==> src/rtl/load_store_unit.sv <==
// Purpose: M-stage load/store unit; runs a req/gnt/rvalid handshake with a variable-latency
//          data memory and returns the lane-extracted, sign/zero-extended load result.
// Latency: store = 2 stall cycles, load = 3 stall cycles (+1 per cycle of gnt/rvalid delay),
//          misaligned/illegal = 1 stall cycle.
// Backpressure: dmem_req is held with stable fields until dmem_gnt; StallM freezes the
//          pipeline until the DONE cycle.
//
// Ports:
//   clk, reset                    pipeline clock, async active-high reset
//   MemValidM, MemWriteM, Funct3M  M-stage access control (load/store, width/sign code)
//   ALUResultM, WriteDataM         byte address and right-aligned store data
//   StallM                         combinational stall to the hazard unit
//   ReadDataM, MisalignM           registered load result and misalign/illegal pulse
//   dmem_*                         data memory request/grant/response channel
module load_store_unit #(
    parameter int XLEN = 32
) (
    input  logic            clk,
    input  logic            reset,
    input  logic            MemValidM,
    input  logic            MemWriteM,
    input  logic [2:0]      Funct3M,
    input  logic [XLEN-1:0] ALUResultM,
    input  logic [XLEN-1:0] WriteDataM,
    output logic            StallM,
    output logic [XLEN-1:0] ReadDataM,
    output logic            MisalignM,
    output logic            dmem_req,
    output logic            dmem_we,
    output logic [XLEN-1:0] dmem_addr,
    output logic [3:0]      dmem_be,
    output logic [XLEN-1:0] dmem_wdata,
    input  logic            dmem_gnt,
    input  logic            dmem_rvalid,
    input  logic [XLEN-1:0] dmem_rdata
);

    typedef enum logic [1:0] {
        IDLE   = 2'd0,
        REQ    = 2'd1,
        WAIT_R = 2'd2,
        DONE   = 2'd3
    } state_t;

    state_t state, state_next;

    // Offset and width code of the outstanding access, kept for load extraction
    logic [1:0] off_q;
    logic [2:0] f3_q;

    logic            access_ok;
    logic            start_legal;
    logic            start_illegal;
    logic [3:0]      be_next;
    logic [XLEN-1:0] wdata_next;
    logic [7:0]      rd_byte;
    logic [15:0]     rd_half;
    logic [XLEN-1:0] rd_ext;

    // ------------------------------------------------------------------
    // Access legality: alignment per width, plus unused funct3 codes.
    // Unsigned variants (4, 5) exist only for loads.
    // ------------------------------------------------------------------
    always_comb begin
        access_ok = 1'b0;
        case (Funct3M)
            3'd0:    access_ok = 1'b1;
            3'd1:    access_ok = ~ALUResultM[0];
            3'd2:    access_ok = (ALUResultM[1:0] == 2'b00);
            3'd4:    access_ok = ~MemWriteM;
            3'd5:    access_ok = ~MemWriteM & ~ALUResultM[0];
            default: access_ok = 1'b0;
        endcase
    end

    assign start_legal   = (state == IDLE) && MemValidM &&  access_ok;
    assign start_illegal = (state == IDLE) && MemValidM && !access_ok;

    // ------------------------------------------------------------------
    // Byte enables and lane-replicated write data. Computed for loads as
    // well so the memory sees which lanes the load actually consumes.
    // ------------------------------------------------------------------
    always_comb begin
        be_next    = 4'b1111;
        wdata_next = WriteDataM;
        case (Funct3M[1:0])
            2'd0: begin
                be_next    = 4'b0001 << ALUResultM[1:0];
                wdata_next = {4{WriteDataM[7:0]}};
            end
            2'd1: begin
                be_next    = 4'b0011 << {ALUResultM[1], 1'b0};
                wdata_next = {2{WriteDataM[15:0]}};
            end
            default: begin
                be_next    = 4'b1111;
                wdata_next = WriteDataM;
            end
        endcase
    end

    // ------------------------------------------------------------------
    // Load lane extraction from the latched offset, then extension.
    // ------------------------------------------------------------------
    always_comb begin
        rd_byte = dmem_rdata[7:0];
        case (off_q)
            2'd0: rd_byte = dmem_rdata[7:0];
            2'd1: rd_byte = dmem_rdata[15:8];
            2'd2: rd_byte = dmem_rdata[23:16];
            2'd3: rd_byte = dmem_rdata[31:24];
            default: rd_byte = dmem_rdata[7:0];
        endcase
        rd_half = off_q[1] ? dmem_rdata[31:16] : dmem_rdata[15:0];
    end

    always_comb begin
        rd_ext = dmem_rdata;
        case (f3_q)
            3'd0:    rd_ext = {{24{rd_byte[7]}}, rd_byte};
            3'd1:    rd_ext = {{16{rd_half[15]}}, rd_half};
            3'd4:    rd_ext = {24'h0, rd_byte};
            3'd5:    rd_ext = {16'h0, rd_half};
            default: rd_ext = dmem_rdata;
        endcase
    end

    // ------------------------------------------------------------------
    // FSM
    // ------------------------------------------------------------------
    always_ff @(posedge clk or posedge reset) begin
        if (reset) begin
            state <= IDLE;
        end else begin
            state <= state_next;
        end
    end

    always_comb begin
        state_next = state;
        case (state)
            IDLE: begin
                if (MemValidM) begin
                    state_next = access_ok ? REQ : DONE;
                end
            end
            REQ: begin
                if (dmem_gnt) begin
                    state_next = dmem_we ? DONE : WAIT_R;
                end
            end
            WAIT_R: begin
                if (dmem_rvalid) begin
                    state_next = DONE;
                end
            end
            DONE:    state_next = IDLE;
            default: state_next = IDLE;
        endcase
    end

    // Decoded from state so a mid-access reset drops the request at once
    assign dmem_req = (state == REQ);
    assign StallM   = MemValidM & (state != DONE);

    // ------------------------------------------------------------------
    // Request fields: captured once in IDLE and held through REQ/WAIT_R,
    // so M-stage input changes while stalled cannot disturb the access.
    // ------------------------------------------------------------------
    always_ff @(posedge clk or posedge reset) begin
        if (reset) begin
            dmem_we    <= 1'b0;
            dmem_addr  <= '0;
            dmem_be    <= 4'b0000;
            dmem_wdata <= '0;
            off_q      <= 2'b00;
            f3_q       <= 3'b000;
        end else if (start_legal) begin
            dmem_we    <= MemWriteM;
            dmem_addr  <= {ALUResultM[XLEN-1:2], 2'b00};
            dmem_be    <= be_next;
            dmem_wdata <= wdata_next;
            off_q      <= ALUResultM[1:0];
            f3_q       <= Funct3M;
        end
    end

    // ------------------------------------------------------------------
    // Result and misalign pulse. MisalignM is set on the IDLE->DONE hop
    // and therefore is high only in the DONE cycle. rvalid is honoured
    // only in WAIT_R, so a response to an abandoned request is dropped.
    // ------------------------------------------------------------------
    always_ff @(posedge clk or posedge reset) begin
        if (reset) begin
            ReadDataM <= '0;
            MisalignM <= 1'b0;
        end else begin
            MisalignM <= start_illegal;
            if (start_illegal) begin
                ReadDataM <= '0;
            end else if ((state == WAIT_R) && dmem_rvalid) begin
                ReadDataM <= rd_ext;
            end
        end
    end

endmodule

==> config.mk <==
export PLATFORM = sky130hd
export DESIGN_NAME = load_store_unit
export DESIGN_NICKNAME = d
export VERILOG_FILES = /design/src/rtl/load_store_unit.sv
export SDC_FILE = /design/constraint.sdc
export NUM_CORES = 1
export LEC_CHECK = 0
export CAP_MARGIN = 20
export CORE_MARGIN = 1
export CORE_UTILIZATION = 44
export CTS_BUF_LIST = sky130_fd_sc_hd__clkbuf_8
export CTS_CLUSTER_DIAMETER = 60
export DETAILED_ROUTE_END_ITERATION = 12
export GPL_TIMING_DRIVEN = 0
export HOLD_SLACK_MARGIN = 0.05
export PLACE_DENSITY = 0.83
export SLEW_MARGIN = 20
export SYNTH_ARGS = -nofsm -noshare
export SYNTH_HDL_FRONTEND = slang
export SYNTH_SLANG_ARGS = --single-unit
==> constraint.sdc <==
create_clock -name clk -period 4.1 [get_ports clk]
set_input_delay 0.41 -clock clk [delete_from_list [all_inputs] [get_ports clk]]
set_output_delay 0.41 -clock clk [all_outputs]
set_load 0.05 [all_outputs]
==> results of run 1 <==
path summary, 6_finish.rpt:
path | startpoint | endpoint | slack, ns | cells past startpoint
setup / recovery | state[1] | dmem_req | 1.73 | 3
hold / removal | reset | MisalignM | 0.42 | 2
setup reg to reg | state[0] | ReadDataM[1] | 1.81 | 8
hold reg to reg | dmem_wdata[9] | dmem_wdata[9] | 0.49 | 2
max in group asynchronous | reset | dmem_wdata[14] | 3.04 | 3
min in group clk | dmem_wdata[9] | dmem_wdata[9] | 0.49 | 2
logic make-up after synthesis:
family	Yosys count	share of synthesized area, %
buffers and inverters	48	4.16
adders and majority gates	5	1.27
and+or+nand+nor	107	10.0
DFF	107	54.2
AOI/OAI and AO/OA	101	13.2
other	1	0.0760
muxes	77	17.0
worst max-delay path, cell delays in order (launching register included):
cell and delay [ns]:
dfrtp_1 0.44, inv_1 0.12, ha_1 0.21, clkdlybuf4s50_1 0.83
cell usage in the layout, fill, tap and decap left out, drive strengths merged, types with 16 or more instances in the layout:
cell	n
clkdlybuf4s50	206
dfrtp	107
o21ai	53
mux2	44
nand2	41
nor2	37
mux2i	32
clkbuf	30
inv	18
a221oi	16
report_power, final:
group,switching [mW],leakage [nW],internal [mW]
clock,0.363,0.126,0.441
combinational,2.58,1.76,1.38
sequential,0.295,1.32,1.56
total,3.24,3.20,3.38
cell type report:
| type | instances | area, um2 | share of cell area, % |
|---|---|---|---|
| Timing Repair Buffer | 207 | 2090 | 28.0 |
| Tap cell | 140 | 175 | 2.35 |
| Clock buffer | 11 | 151 | 2.03 |
| Sequential cell | 107 | 2680 | 35.9 |
| Multi-Input combinational cell | 292 | 2060 | 27.5 |
| Clock inverter | 5 | 106 | 1.42 |
| Buffer | 31 | 141 | 1.89 |
| Inverter | 17 | 68.8 | 0.922 |
routing by layer:
metal / share of wire, % / track usage [%] / up-vias
li1: - / - / 2003
met1: 38 / 30.2 / 2129
met2: 49 / 44.0 / 232
met3: 10 / 8.41 / 29
met4: 3.1 / 11.8 / 0
met5: 0 / 0 / -
sequential cells by signal, summed over array words and instances (netlist names):
register,flops
dmem_be,4
off_q,2
f3_q,3
dmem_wdata,32
dmem_we,1
state,2
MisalignM,1
ReadDataM,32
dmem_addr,30
==> out/metrics.cfg, run 1 <==
[timing]
clock.fmax_mhz=422
rsz0062_at_grt=false
slew_headroom_pct=33.8
drv_slew=0
finalHoldViolCount=0
fin_crit_ns=2.37
setup_tns_ns=0
whs_ns=0.417
finalWorstSetupSlack_ns=1.73
min_period_over_period_pct=57.8
fin_skew_ns=0.0118
setup_viol=0
worst_pin_slew_ns=0.989

[floorplan]
die_x_um=108
die_h_um=108
dieArea_mm2=0.0116
pin_count=209
rows=38
coreArea_mm2=0.0109
start_util_pct=45.3

[drt]
drt.antenna.violating_nets=0
dr.pass1.iters=5
first_iter_violations=226
vias_per_cell=5.42
avgRoutedWirePerCell_um=18.1
dr_total_vias=4393
drc=0
wl_um=14600

[cts]
numCtsBuffers=9
clock_sinks=107
holdBufCountCts=0
cts-root-buf=clkbuf_8
clk_pin_slew_ns=0.10
clockBufferDepth=2
cts_htree_levels=3
clk_latency_ns=0.38
tritoncts=built
cts.repair.resized=0
post-cts-setup-buffers=0

[layout]
drive_gt1_share_pct=12.2
fillers=846
fin_area_mm2=0.00747
final_cells=810
final_util_pct=68.6
nets=775
area_delta_synth_final_pct=51.3
diodes=0

[place]
place.gp.congestion=0.915
port_buffers=206
place_inst=794
placed_area_mm2=0.00721
dpl.hpwl_um=11200
pre_cts_slack_ns=1.51

[worst_setup_path]
endpoint_kind=output pin
critPathRequiredTime_ns=3.69
arrival_ns=1.96
crit_path_start_kind=register
criticalPathCategory=register to output pin
path_max_fanout=5

[job]
max_cap_viol_count=0

[pwr]
ir_worst_vdd_mv=0.575
design_power_total_mw=6.63
p_leak_nw=3.20
p_per_area_mw_per_mm2=887

[synth]
yosys_warnings=0
ys_seq_area_share_pct=54.2
synth_ff_type=dfrtp_1
syn_inst=446
synth_edf_count=0
synth.most_common_cell=dfrtp_1
yosys-top-cells-area=dfrtp_1 54%, mux2_2 10%, mux2i_1 6.5%
synth.distinct_cells=37
yosys.area.top_type=dfrtp_1
synth_seq_cells=107
synthArstFlopShare_pct=100
synth_common_cells=107 x dfrtp_1, 52 x o21ai_0, 44 x mux2_2
avgSynthCellArea_um2=11.1
syn_area_mm2=0.00494
yosysTopAreaCellShare_pct=54.2

[global_route]
grt_pass1_wl_um=23200
grt_max_degree=67
grtUsageTotal_pct=26.1
grt_overflow=0
grt_pass1_vias=4623
antenna_found_initial=0

[min_path]
holdCritPathClass=input pin to asynchronous set/reset pin

[status]
status=finished, final reports clean

(Power assumes the default switching activity.)
==> inputs of run 2 (changes only) <==
==> constraint.sdc (replaced) <==
create_clock -name clk -period 2.2 [get_ports clk]
set_input_delay 0.22 -clock clk [delete_from_list [all_inputs] [get_ports clk]]
set_output_delay 0.22 -clock clk [all_outputs]
set_load 0.05 [all_outputs]
==> run 2 against run 1 <==
  * Critical path depth increased by 4
  * Register-to-register slack lost 1.7 ns
  * Worst setup slack got worse by 1.6 ns
  * Largest power group unchanged
  * Combinational power is 86% higher
  * Clock power up 29%
  * Total power up 79%
  * Critical path type is now register to register
==> out/metrics.cfg, run 2 (synthesized netlist as in run 1, its figures left out) <==
[status]
status=finished, final reports clean

[timing]
slew_headroom_pct=34.7  ; +0.85 points
clock.fmax_mhz=482
drv_slew=0  ; unchanged
min_period_over_period_pct=94.3
rsz0062_at_grt=true
setup_viol=0  ; unchanged
fin_skew_ns=0.00692  ; -0.00489 ns
finalHoldViolCount=0  ; unchanged
fin_crit_ns=2.08
worst_pin_slew_ns=0.976  ; -0.0128 ns
finalWorstSetupSlack_ns=0.125  ; -1.60 ns

[worst_setup_path]
path_max_fanout=10  ; +5
cpLargestDelayFamily=buffers and inverters
crit_chain=inv_1 > ha_1 > nand2_1 > o21bai_1 > clkbuf_2 > buf_2 > mux2_2
cp_slowest_stage_delay_ns=0.40  ; -0.43 ns
critPathRequiredTime_ns=2.44  ; -1.25 ns
crit_path_start_kind=register
endpoint_kind=register
arrival_ns=2.32  ; +0.36 ns
slowest_stage=dfrtp_1
criticalPathCategory=register to register
path_buf_inv=3  ; +1

[floorplan]
start_util_pct=45.3  ; unchanged
dieArea_mm2=0.0116  ; unchanged
pin_count=209  ; unchanged
rows=38  ; unchanged
coreArea_mm2=0.0109  ; unchanged
die_h_um=108  ; unchanged
die_x_um=108  ; unchanged

[global_route]
grt_pass1_wl_um=23300  ; +0.41%
grt_max_degree=35  ; -48%
grt_pass1_vias=4648  ; +0.54%
grt_overflow=0  ; unchanged
antenna_found_initial=0  ; unchanged
grtUsageTotal_pct=26.2  ; +0.15 points

[cts]
numCtsBuffers=9  ; unchanged
clock_sinks=107  ; unchanged
tritoncts=built
clk_latency_ns=0.36  ; -0.02 ns
clockBufferDepth=2  ; unchanged
clk_pin_slew_ns=0.10  ; about the same
cts-root-buf=clkbuf_8
post-cts-setup-buffers=0  ; unchanged
cts_htree_levels=3  ; unchanged

[place]
port_buffers=206  ; unchanged
place.gp.congestion=0.890  ; -2.7%
place_inst=796  ; +0.25%
pre_cts_slack_ns=-0.163  ; -1.68 ns
dpl.hpwl_um=11400  ; +2.3%

[pwr]
ir_worst_vdd_mv=0.952  ; +66%
p_leak_nw=3.21  ; +0.27%
p_per_area_mw_per_mm2=1600  ; +81%

[drt]
wl_um=14500  ; -0.90%
dr_total_vias=4323  ; -1.6%
avgRoutedWirePerCell_um=17.9  ; -0.90%
drc=0  ; unchanged
drt.antenna.violating_nets=0  ; unchanged
vias_per_cell=5.34  ; -1.6%
first_iter_violations=203  ; -10%
dr.pass1.iters=5  ; unchanged

[job]
max_cap_viol_count=0  ; unchanged

[layout]
drive_gt1_share_pct=12.4  ; +0.15 points
biggestRegsByFlops=ReadDataM (32), dmem_wdata (32), dmem_addr (30)
final_cells=810  ; unchanged
diodes=0  ; unchanged
nets=776  ; +0.13%
fillers=849  ; +0.35%
final_common_cell=clkdlybuf4s50_1
layout_common_cells=204 x clkdlybuf4s50_1, 107 x dfrtp_1, 52 x o21ai_0
area_delta_synth_final_pct=50.2

[min_path]
holdCritPathClass=input pin to asynchronous set/reset pin

-- run 2: cell types whose count changed in the layout (fill, tap and decap cells not counted), moves of 2 or more --
| cell | before | now |
|---|---|---|
| dlymetal6s2s_1 | 0 | 2 |
| buf_12 | 0 | 3 |
| inv_1 | 16 | 19 |
| bufinv_16 | 3 | 0 |
| inv_6 | 2 | 0 |
| clkbuf_2 | 0 | 3 |
| clkdlybuf4s50_1 | 206 | 204 |
| clkbuf_1 | 19 | 14 |
-- run 2: layout make-up --
type | count | area, um2 | share of cell area [%]
Inverter | 17 | 67.6 | 0.911
Buffer | 30 | 141 | 1.91
Sequential cell | 107 | 2680 | 36.1
Clock buffer | 10 | 138 | 1.86
Clock inverter | 5 | 23.8 | 0.321
Multi-Input combinational cell | 292 | 2060 | 27.8
Timing Repair Buffer | 209 | 2130 | 28.7
Tap cell | 140 | 175 | 2.36
-- run 2: report_power, final --
part | switching, mW | internal (mW) | leakage [nW]
Clock | 0.618 | 0.424 | 0.0919
Sequential | 0.548 | 2.92 | 1.32
Combinational | 4.80 | 2.58 | 1.80
-- run 2: timing repair --
item,CTS,global route
setup endpoints to repair,3,17
pin swaps,0,0
gates resized for setup,2,6
hold buffers,0,0
endpoints found under the hold margin,0,0
-- run 2: metrics by stage --
| step | TNS [ns] | total power [mW] | hold slack [ns] | cell area (um2) | utilization [%] |
|---|---|---|---|---|---|
| CTS | 0 | 12.0 | 0.245 | 7400 | 68.0 |
| floorplan | 0 | 8.28 | 0.360 | 4940 | - |
| finish | 0 | 11.9 | 0.248 | 7410 | 68.1 |
| detailed placement | -7.34 | 10.9 | 0.470 | 7240 | 66.5 |
| global placement | -44.09 | 10.7 | 0.461 | 7180 | 66.0 |
| global route | -0.0193 | 12.5 | 0.256 | 7410 | 68.1 |
-- run 2: layer usage --
| layer | track usage, % | routed length [um] | share of wire, % | vias to the layer above |
|---|---|---|---|---|
| met5 | 0 | 0 | 0 | - |
| met1 | 30.2 | 5470 | 38 | 2102 |
| met3 | 8.72 | 1450 | 10 | 19 |
| met2 | 46.1 | 7320 | 50 | 200 |
| met4 | 8.02 | 252 | 1.7 | 0 |
| li1 | - | - | - | 2002 |
-- run 2: final timing paths --
kind	from	to	slack (ns)	depth (start not counted)
max	state[0]	dmem_addr[31]	0.12	7
min	reset	ReadDataM[28]	0.25	2
max reg2reg	state[0]	dmem_addr[31]	0.12	7
min reg2reg	dmem_wdata[9]	dmem_wdata[9]	0.49	2
max in group asynchronous	reset	dmem_addr[7]	1.22	4
min in group clk	dmem_rdata[28]	ReadDataM[28]	0.46	3
-- run 2: worst reg2reg max path: stages, from the launching register on --
cell and delay [ns]:
dfrtp_1 0.40, inv_1 0.12, ha_1 0.24, nand2_1 0.15
o21bai_1 0.15, clkbuf_2 0.24, buf_2 0.31, mux2_2 0.37
